File: src/rtl/addsub_seq.sv
// addsub_seq: multi-cycle WIDTH-bit add/subtract, SLICE bits per cycle with a registered inter-slice carry.
// Valid/ready on both sides; flags (carry, overflow, negative, zero) match a single-cycle adder.
module addsub_seq #(
   parameter int WIDTH = 64,
   parameter int SLICE = 16
) (
   input  logic             clk,
   input  logic             reset_n,
   input  logic             in_valid,
   output logic             in_ready,
   input  logic             sub,
   input  logic [WIDTH-1:0] a,
   input  logic [WIDTH-1:0] b,
   output logic             out_valid,
   input  logic             out_ready,
   output logic [WIDTH-1:0] result,
   output logic             carry_out,
   output logic             overflow,
   output logic             negative,
   output logic             zero
);
   localparam int N  = WIDTH / SLICE;
   localparam int CW = (N > 1) ? $clog2(N) : 1;
   localparam logic [CW-1:0] LAST = CW'(N - 1);
   localparam logic [1:0] IDLE = 2'd0;
   localparam logic [1:0] RUN  = 2'd1;
   localparam logic [1:0] DONE = 2'd2;

   logic [1:0]       state_q, state_d;
   logic [WIDTH-1:0] a_q, a_d, b_q, b_d, acc_q, acc_d, res_q, res_d;
   logic [CW-1:0]    cnt_q, cnt_d;
   logic             sub_q, sub_d, carry_q, carry_d, nz_q, nz_d;
   logic             co_q, co_d, ov_q, ov_d, ng_q, ng_d, zr_q, zr_d;
   logic [SLICE-1:0] a_k, b_k;
   logic [SLICE:0]   sum;
   logic             c_msb, last;

   assign in_ready  = state_q == IDLE;
   assign out_valid = state_q == DONE;
   assign result    = res_q;
   assign carry_out = co_q;
   assign overflow  = ov_q;
   assign negative  = ng_q;
   assign zero      = zr_q;
   assign last      = cnt_q == LAST;

   // One slice of the ripple; carry into the slice MSB is recovered from the sum bit.
   always_comb begin
      a_k   = a_q[cnt_q*SLICE +: SLICE];
      b_k   = b_q[cnt_q*SLICE +: SLICE] ^ {SLICE{sub_q}};
      sum   = {1'b0, a_k} + {1'b0, b_k} + {{SLICE{1'b0}}, carry_q};
      c_msb = a_k[SLICE-1] ^ b_k[SLICE-1] ^ sum[SLICE-1];
      acc_d = acc_q;
      if (state_q == RUN)
         acc_d[cnt_q*SLICE +: SLICE] = sum[SLICE-1:0];
   end

   always_comb begin
      state_d = state_q;
      a_d     = a_q;
      b_d     = b_q;
      sub_d   = sub_q;
      carry_d = carry_q;
      cnt_d   = cnt_q;
      nz_d    = nz_q;
      res_d   = res_q;
      co_d    = co_q;
      ov_d    = ov_q;
      ng_d    = ng_q;
      zr_d    = zr_q;
      if (state_q == IDLE && in_valid) begin
         a_d     = a;
         b_d     = b;
         sub_d   = sub;
         carry_d = sub;
         cnt_d   = '0;
         nz_d    = 1'b0;
         state_d = RUN;
      end else if (state_q == RUN) begin
         carry_d = sum[SLICE];
         nz_d    = nz_q | (|sum[SLICE-1:0]);
         cnt_d   = last ? '0 : cnt_q + 1'b1;
         if (last) begin
            state_d = DONE;
            res_d   = acc_d;
            co_d    = sum[SLICE];
            ov_d    = c_msb ^ sum[SLICE];
            ng_d    = sum[SLICE-1];
            zr_d    = ~nz_d;
         end
      end else if (state_q == DONE) begin
         state_d = out_ready ? IDLE : DONE;
      end else if (state_q != IDLE) begin
         state_d = IDLE;
      end
   end

   always_ff @(posedge clk) begin
      if (!reset_n) begin
         state_q <= IDLE;
         a_q     <= '0;
         b_q     <= '0;
         acc_q   <= '0;
         res_q   <= '0;
         cnt_q   <= '0;
         sub_q   <= 1'b0;
         carry_q <= 1'b0;
         nz_q    <= 1'b0;
         co_q    <= 1'b0;
         ov_q    <= 1'b0;
         ng_q    <= 1'b0;
         zr_q    <= 1'b1;
      end else begin
         state_q <= state_d;
         a_q     <= a_d;
         b_q     <= b_d;
         acc_q   <= acc_d;
         res_q   <= res_d;
         cnt_q   <= cnt_d;
         sub_q   <= sub_d;
         carry_q <= carry_d;
         nz_q    <= nz_d;
         co_q    <= co_d;
         ov_q    <= ov_d;
         ng_q    <= ng_d;
         zr_q    <= zr_d;
      end
   end
endmodule

File: config.mk
export PLATFORM = sky130hd
export DESIGN_NAME = addsub_seq
export DESIGN_NICKNAME = d
export VERILOG_FILES = /design/src/rtl/addsub_seq.sv
export SDC_FILE = /design/constraint.sdc
export NUM_CORES = 1
export LEC_CHECK = 0
export CORE_MARGIN = 8
export CORE_UTILIZATION = 30
export CTS_CLUSTER_DIAMETER = 80
export DETAILED_ROUTE_END_ITERATION = 10
export PLACE_DENSITY = 0.5
export SLEW_MARGIN = 10
export SYNTH_ARGS = -nofsm -noshare
export SYNTH_HDL_FRONTEND = slang
export SYNTH_SLANG_ARGS = --single-unit
File: constraint.sdc
create_clock -name clk -period 5.8 [get_ports clk]
set_input_delay 1.16 -clock clk [delete_from_list [all_inputs] [get_ports clk]]
set_output_delay 1.16 -clock clk [all_outputs]
set_load 0.01 [all_outputs]
==> results.md <==
* Status: finished clean
* Most common cell after layout, fill and taps aside: nand2_1
* Ys flop type: dfxtp_1
* Multi-input logic area at 5260 um2
* Port bufs at between 200 and 250
* Slowest stage delay, CP at 0.56 ns
* Nets at around 1600
* CP Max Fanout at 29
* Non-Filler Instances at about 1900
* DRC errors left at 0
* Final setup viols at 0
* Reg-to-reg endpoint: zero
* Part of the Yosys area used for sequential elements at 0.485
* WP data required at 6.28 ns
* Routed wire per std cell at about 18 um
* Hold_sp: a_q[13]
* I/O pin count at between 200 and 250
* Dpl hpwl at between 20000 and 25000 um
* Final Max Tran Viols at 0
* Initial core utilization at 0.303
* Total CTS buffers at 30
* Root buf cell: clkbuf_16
* Die height at just over 200 um
* Largest net degree at the start of global routing at around 110
* DIE AREA at between 40000 and 50000 um2
* HP Class: flop to flop
* Tightest Pin Transition at ~1.2 ns
* Max-capacitance violation count at 0
* Die X-Extent at 208 um
* Detailed Route WL at between 30000 and 40000 um
* Relative slew slack at 0.221
* Leakage at 0.00525 uW
* CP Capture Type: flop
* DRT Pass-1 Iters at 7
* EDFF count, synth at 0
* Clock sink count at roughly 270
* Synth Register Bits at about 270
* TritonCTS clock tree: built
* Via/cell ratio at a little under 5
* Synthesis-to-finish area growth at 30.7%
* ANT nets after route at 0
* Clock latency on the worst-skew pair at 0.54 ns
* Arr. time, crit path at 5.00 ns
* Vias in the first global route at around 9400
* Worst vdd ir at about 0.23 mV
* Clk slew on worst S/H paths at 0.06 ns
* Average size of a mapped cell at slightly below 9 um2
* Worst hold slack at approximately 0.45 ns
* N_diodes at 0
* Power per Cell Area at around 330 nW/um2
* Synth warn at 0
* Total setup buffers inserted after CTS at 0
* Startpoint types: flop
* Vias at approximately 9400
* Peak Freq at 0.221 GHz
* Core Box Area at 36400 um2
* Post-synth cell types at 53
* Worst Setup Path Type: flop to flop
* Total track usage at 0.157
* Max clock buf depth at 3
* Most frequent cells in the layout: nand2_1, dfxtp_1, clkdlybuf4s50_1, a21oi_1, nor2_1
* Hold path depth at 2
* Filler instances at about 3700
* First-pass GRT wire length at roughly 55000 um
* Reg2reg path depth at 12
* Placed cell count at 1861
* Share of cells above drive strength 1 at 0.0697
* Resize count post-CTS at 0
* Gp weighted congestion at between 0.7 and 0.8
* Initial antenna violation count at 3
* RSZ-0062 raised after global routing: false
* Reg-to-reg slack, setup at around 1.3 ns
* Ys async rst share at 0
* Setup TNS at 0 ns
* Cell count after synthesis at between 1000 and 1500
* Min-Delay Endpoint: a_q[13]
* Post-synthesis cell area at between 10000 and 15000 um2
* FF-to-FF Start: cnt_q[0]
* Mapped Nets at roughly 1400
* Crit path max-delay cell type: dfxtp_2
* Crit path cell chain: buf_4, mux4_2, inv_1, fa_1, fa_1, or2b_1, a21oi_1, xor2_1, or4_1, or4_1, nor4b_2, a31o_1
* Row count at 70
* CTS H-tree lvls at 1
* Initial DRC count at ~650
* Tcrit/Tclk final at 0.779
* Hold Vio Cnt, Final at 0
* FF/Latch Area at roughly 5300 um2
* Clk_skew at ~0.01 ns
* Cts hold-fix bufs at 0
* Grt ovf at 0
* Min cycle time layout at approximately 4.5 ns
[worst max-delay path, delay by kind of cell, from the launching register on]
kind | cells | cell delay [ns]
xor gates and xnor gates | 1 | 0.16
muxes | 1 | 0.30
and+or+nand+nor | 4 | 1.63
DFF | 1 | 0.56
adders and majority gates | 2 | 0.85
AOI/OAI and AO/OA | 2 | 0.35
buffers and inverters | 2 | 0.58
[cells in the mapped netlist (3+ instances only)]
cell type | instances | area, um2
o21ai_0 | 32 | 160
and2_1 | 12 | 75.1
or3_1 | 3 | 18.8
nand2_1 | 299 | 1120
buf_1 | 12 | 45.0
a211oi_1 | 46 | 345
nand2b_1 | 4 | 25.0
nor2_1 | 123 | 462
xor2_1 | 16 | 140
or4_1 | 4 | 30.0
nand3_1 | 3 | 15.0
mux4_2 | 32 | 721
a21o_1 | 6 | 45.0
a22oi_1 | 58 | 435
ha_1 | 24 | 300
dfxtp_1 | 267 | 5350
nor3_1 | 12 | 60.1
nor2b_1 | 5 | 31.3
a21oi_1 | 167 | 836
xnor2_1 | 8 | 70.1
clkbuf_1 | 80 | 300
o211ai_1 | 5 | 37.5
inv_1 | 18 | 67.6
[registers in the layout, summed over array words and instances (netlist names), 2 cells and up]
name     flops
result      64
acc_q       64
b_q         64
a_q         64
cnt_q        2
state_q      2
[per-stage QoR]
stage,total power (uW),cell area (um2),setup WS [ns],util
after floorplan,2500,11000,1.01,-
after global placement,2800,13400,1.31,0.368
after detailed placement,2820,13400,1.23,0.368
after CTS,4750,14400,1.20,0.395
after global routing,4910,14400,1.03,0.395
final,4700,14400,1.28,0.395
[worst max path at each step]
stage	from	slack, ns	endpoint	depth (start not counted)
global route	cnt_q[0]	1.03	zero	12
CTS	cnt_q[0]	1.20	zero	12
global placement	cnt_q[0]	1.31	zero	12
finish	cnt_q[0]	1.28	zero	12
floorplan	cnt_q[0]	1.01	zero	13
detailed placement	cnt_q[0]	1.23	zero	12
[layer usage]
metal | global-route usage | part of all wire
met1 | 0.220 | 0.48
met2 | 0.245 | 0.45
met3 | 0.0362 | 0.056
met5 | 0 | 0.00099
met4 | 0.0323 | 0.019
[where the power goes]
part / total (uW) / internal (uW) / switching [uW]
clock network: 1920 / 1170 / 753
logic: 794 / 307 / 487
registers: 1980 / 1930 / 53.7
total: 4700 / 3400 / 1290
[logic make-up (layout without fill, tap and decap cells)]
family,Yosys count,in the layout,synth area share
fa+ha+maj,26,26,0.0309
xor+xnor,24,24,0.0191
compound gates,335,335,0.185
mux,34,34,0.0672
flops,267,267,0.485
simple gates,474,474,0.173
buf+inv,113,289,0.0398
[final cells by class]
class / instances / area share
clock buffer: 48 / 0.0638
clock inverter: 8 / 0.00669
inverter: 19 / 0.00530
multi-input combinational: 893 / 0.365
sequential: 267 / 0.371
tap: 468 / 0.0406
timing repair buffer: 214 / 0.147
(Power assumes the default switching activity.)
==> variant 1 (same flow settings) <==
Reset style: asynchronous (`reset_n`), changed in one clocked block.
--- a/src/rtl/addsub_seq.sv
+++ b/src/rtl/addsub_seq.sv
@@ -95,7 +95,7 @@
       end
    end
 
-   always_ff @(posedge clk) begin
+   always_ff @(posedge clk or negedge reset_n) begin
       if (!reset_n) begin
          state_q <= IDLE;
          a_q     <= '0;
Check against the original RTL: differs if reset_n is asserted again (counterexample within 4 cycles, from zero or initial values and one cycle with reset_n low); with reset_n held inactive, the same outputs for 4 cycles.
==> variant 1 against the original RTL <==
  * Critical path depth unchanged
  * Routed wire length decreased by 2.9%
  * Worst setup slack improved by 45 ps
  * Die area increased by 6.0%
  * Sequential cell count unchanged
  * Clock skew increased by 21 ps
  * Fmax increased by 1.0%
  * Worst hold slack improved by 16 ps
  * Area after synthesis increased by 6.5%
  * Cell area increased by 6.3%
  * Critical endpoint is now result[28]
Power is not compared: it rests on default switching activity, and its combinational part moved more than twofold at a synthesized area within 25%.
==> variant 1: results (changes against the original RTL) <==
cts bufs inserted 30 (unchanged); top cell family by delay on the critical path flip-flops; YS warnings 0 (unchanged); Clock Path Buffers 3 (unchanged); DP Worst Slack 1260 ps (+34.9 ps); DR WL/cell 19.0 um (+3.0%); top cells by area, synth dfrtp_1 57%, nand2_1 13%, mux2_2 6.5%, mux4_2 6.1%, a22o_1 4.0%; Initial DRC Count 524 (-19%); Skew-Pair Late Insertion Delay 570 ps (+30 ps); commonest register cell after synthesis dfrtp_1; top cells by count, synth 422 x nand2_1, 266 x dfrtp_1, 68 x mux2_2; first-pass GRT wire length 52.9 mm (-3.4%); Crit Path Max Fanout 26 (-10%); PostCTS Resize Cnt 0 (unchanged); Seq/Total Area, Yosys 0.569 (+0.0843); Final Setup Violations 0 (unchanged); Final #Nets 1422 (-10%); vias per inst 4.68 (-4.9%); Initial DRT Pass Iterations 4 (-3); wl on met1 16.2 mm (-3.8%); largest net degree at the start of global routing 119 (+4.4%); status finished clean; DP HPWL 24.5 mm (-1.6%); syn_area_per_cell 10.9 um^2 (+26%); total leakage power 7.33 nW; Largest stage delay, worst path 890 ps (+330 ps); routed wire length on met3 2.05 mm (+3.4%); share of cells above drive strength 1 0.135 (+0.0648); Root Buffer clkbuf_16; Worst-path clk slew 70 ps; vias in the first global route 8877 (-5.6%); Worst Skew 31.1 ps (+21.0 ps); slowest library cell on the worst path dfrtp_2; Placed Cells 1749 (-6.0%); Worst-Margin Slew 1080 ps (-85.2 ps); Worst VDD drop 0.000407 V; WL met2 15.2 mm (-3.5%); Critical Path AT 4950 ps (-50 ps); H-tree depth reported by CTS 1 (unchanged); Post-CTS Setup Inserts 0 (unchanged); multi-input logic area 4830 um^2 (-8.1%); ANT nets after route 0 (unchanged); asr flop ratio synth 1.00 (+1.00); Yosys cell types 47 (-11%); port bufs 202 (unchanged); RD Place Congestion 0.795 (+0.85%); HP Class reg2reg; initial antenna violation count 3 (unchanged); Filler Cells Inserted 3785 (+2.2%); GRT Util Overall 0.148 (-0.00939); Syn Nets 1236 (-14%); Placed Instance Area 14300 um^2 (+7.0%); top sig layer met5; routed via count 8445 (-10%)
variant 1: cell count changes in the layout (fill, tap and decap cells not counted), sizes merged, moves of 68 or more:
cell | unedited run | this run
nand2 | 299 | 422
dfrtp | 0 | 266
dfxtp | 267 | 0
mux2 | 0 | 68
nor2 | 123 | 10
a21oi | 167 | 16
variant 1: layer usage:
metal,GRT usage,up-vias
met3,0.0343,50
met1,0.212,4172
met4,0.0352,2
met5,0,-
met2,0.224,196
li1,-,4025
variant 1: through the flow:
stage                     total power, mW  utilization
final                                9.74        0.396
after CTS                            9.87        0.396
after detailed placement             7.96        0.371
after global routing                 10.4        0.396
after floorplan                      6.03            -
after global placement               7.88        0.371
variant 1: kinds of logic (layout without fill, tap and decap cells):
family          Yosys count  in the layout  synth area share
buf+inv                  70            279            0.0225
fa+ha+maj                26             26            0.0290
simple gates            466            466             0.156
xor+xnor                 25             25            0.0186
compound gates          121            121            0.0763
other cells               0              2                 0
mux                     102            102             0.128
flops                   267            267             0.569
variant 1: where the power goes:
group          internal [mW]  switching (mW)
clock network           1.10           0.785
logic                   1.84            3.10
registers               2.52           0.401
total                   5.46            4.28
variant 1: worst paths after layout:
path | from | end | slack [ps] | depth (start not counted)
worst min-delay path | b_q[47] | b_q[47] | 470 | 2
min in group asynchronous | reset_n | b_q[35] | 600 | 1
worst max-delay path | cnt_q[0] | result[28] | 1320 | 12
worst min register to register | b_q[47] | b_q[47] | 470 | 2
worst max register to register | cnt_q[0] | result[28] | 1320 | 12
max in group asynchronous | reset_n | result[45] | 3980 | 2
variant 1: final cells by class:
type,instances,share of cell area
Clock inverter,14,0.00711
Multi-Input combinational cell,740,0.316
Clock buffer,41,0.0570
Antenna cell,2,0.000327
Inverter,12,0.00294
Timing Repair Buffer,212,0.138
Tap cell,518,0.0423
Sequential cell,267,0.437
==> variant 2 (config.mk and constraints unchanged) <==
Made on the original files. Change the parameter `SLICE` from 16 to 32.
--- a/src/rtl/addsub_seq.sv
+++ b/src/rtl/addsub_seq.sv
@@ -2,7 +2,7 @@
 // Valid/ready on both sides; flags (carry, overflow, negative, zero) match a single-cycle adder.
 module addsub_seq #(
    parameter int WIDTH = 64,
-   parameter int SLICE = 16
+   parameter int SLICE = 32
 ) (
    input  logic             clk,
    input  logic             reset_n,
Formal check against the unedited RTL: not equivalent (a bounded check fails within 4 cycles, from zero or initial values and one cycle with reset_n low).
==> variant 2 against the original RTL <==
  * Cell area grew 5.0%
  * Die area grew 7.1%
  * Sequential power shrank 9.6%
  * Sequential cell count shrank 33
  * Cell count grew 11%
  * Fmax grew 5.4%
  * Routed wire length grew 2.2%
  * Combinational power grew 34%
  * Area after synthesis grew 7.7%
  * Worst setup slack gained 230 ps
  * Total power shrank 1.2%
  * Via count grew 6.6%
  * Critical path depth is the same
==> variant 2: results (changes against the original RTL) <==
share of cells above drive strength 1 0.0667 (-0.00295); Syn Nets 1623 (+13%); top cell family by delay on the critical path simple AND/OR/NAND/NOR gates; Initial DRC Count 574 (-11%); Seq/Total Area, Yosys 0.394 (-0.0905); commonest register cell after synthesis dfxtp_1; H-tree depth reported by CTS 1 (unchanged); Crit Path Max Fanout 40 (+38%); Worst VDD drop 0.000168 V (-27%); Filler Cells Inserted 4139 (+12%); Rel. slew slack 0.350 (+0.128); Clock Path Buffers 3 (unchanged); non-filler cells, final 2128 (+11%); asr flop ratio synth 0 (unchanged); switching share of power 0.302 (+0.0272); WL met2 14.7 mm (-7.0%); Worst-path clk slew 60 ps (about the same); slowest library cell on the worst path dfxtp_4; total leakage power 5.54 nW (+5.4%); Critical Path AT 4650 ps (-350 ps); Largest stage delay, worst path 780 ps (+220 ps); Final #Nets 1751 (+11%); top cells by count, synth 446 x nand2_1, 234 x dfxtp_1, 193 x a21boi_0; status finished clean; final WL 36.1 mm (+2.2%); wl on met1 19.0 mm (+13%); Yosys cell types 61 (+15%); Root Buffer clkbuf_16; Worst Skew 25.1 ps (+15.0 ps); top cells by area, synth dfxtp_1 39%, nand2_1 14%, a21boi_0 12%, xnor2_1 3.6%, ha_1 3.6%; Syn Inst Count 1454 (+14%); cts bufs inserted 27 (-10%); routed via count 10045 (+6.6%); DP HPWL 26.6 mm (+6.5%); Initial DRT Pass Iterations 5 (-2); top sig layer met4; port bufs 202 (unchanged); GRT Util Overall 0.151 (-0.00627); HP Class reg2reg; initial antenna violation count 0 (-3); vias in the first global route 10203 (+8.5%); YS warnings 0 (unchanged); largest net degree at the start of global routing 112 (-1.8%); PostCTS Resize Cnt 0 (unchanged); Antenna Cells 0 (unchanged); RD Place Congestion 0.805 (+2.1%); first-pass GRT wire length 57.4 mm (+4.9%); Post-CTS Setup Inserts 0 (unchanged); routed wire length on met3 1.77 mm (-10%); Skew-Pair Late Insertion Delay 550 ps
## variant 2: power groups by stage
stage / logic (mW) / clock network [mW] / registers, mW
6_report: 1.06 / 1.78 / 1.79
5_1_grt: 1.17 / 1.91 / 1.81
4_1_cts: 1.07 / 1.84 / 1.79
3_5_place_dp: 1.06 / 0 / 1.83
3_3_place_gp: 1.06 / 0 / 1.83
2_1_floorplan: 0.738 / 0 / 1.79
## variant 2: cell families (layout without fill, tap and decap cells)
kind of cell,count (synthesis),in the layout,share of synthesized area
and+or+nand+nor,575,575,0.203
AOI/OAI and AO/OA,360,360,0.217
DFF,234,234,0.394
buffers and inverters,121,270,0.0419
muxes,66,66,0.0590
xor gates and xnor gates,62,62,0.0457
adders and majority gates,36,36,0.0392
## variant 2: path summary, 6_finish.rpt
kind,startpoint,to,slack [ps],cells past startpoint
setup / recovery,cnt_q,zero,1510,12
setup reg to reg,cnt_q,zero,1510,12
hold reg to reg,a_q[49],a_q[49],460,2
hold / removal,a_q[49],a_q[49],460,2
## variant 2: cell type report
cell class	count	area share
multi-input combinational	1099	0.444
sequential	234	0.310
timing repair buffer	211	0.138
clock buffer	41	0.0534
tap	525	0.0434
clock inverter	9	0.00860
inverter	9	0.00223
## variant 2: worst min-delay path: stages, from the launching register on
cell      delay [ps]
dfxtp_1          300
nand2_1           40
a21boi_0          60
## variant 2: per-layer routing
layer / track usage / vias up
met5: 0 / -
met2: 0.222 / 222
met4: 0.0340 / 0
li1: - / 5153
met1: 0.223 / 4625
met3: 0.0308 / 45
## variant 2: stage by stage
stage	cell area, um^2	setup WS (ps)	hold WS (ps)
5_1_grt	15100	1200	476
2_1_floorplan	11900	1870	440
6_report	15100	1510	458
4_1_cts	15100	1510	464
3_3_place_gp	14200	1570	449
3_5_place_dp	14200	1530	454
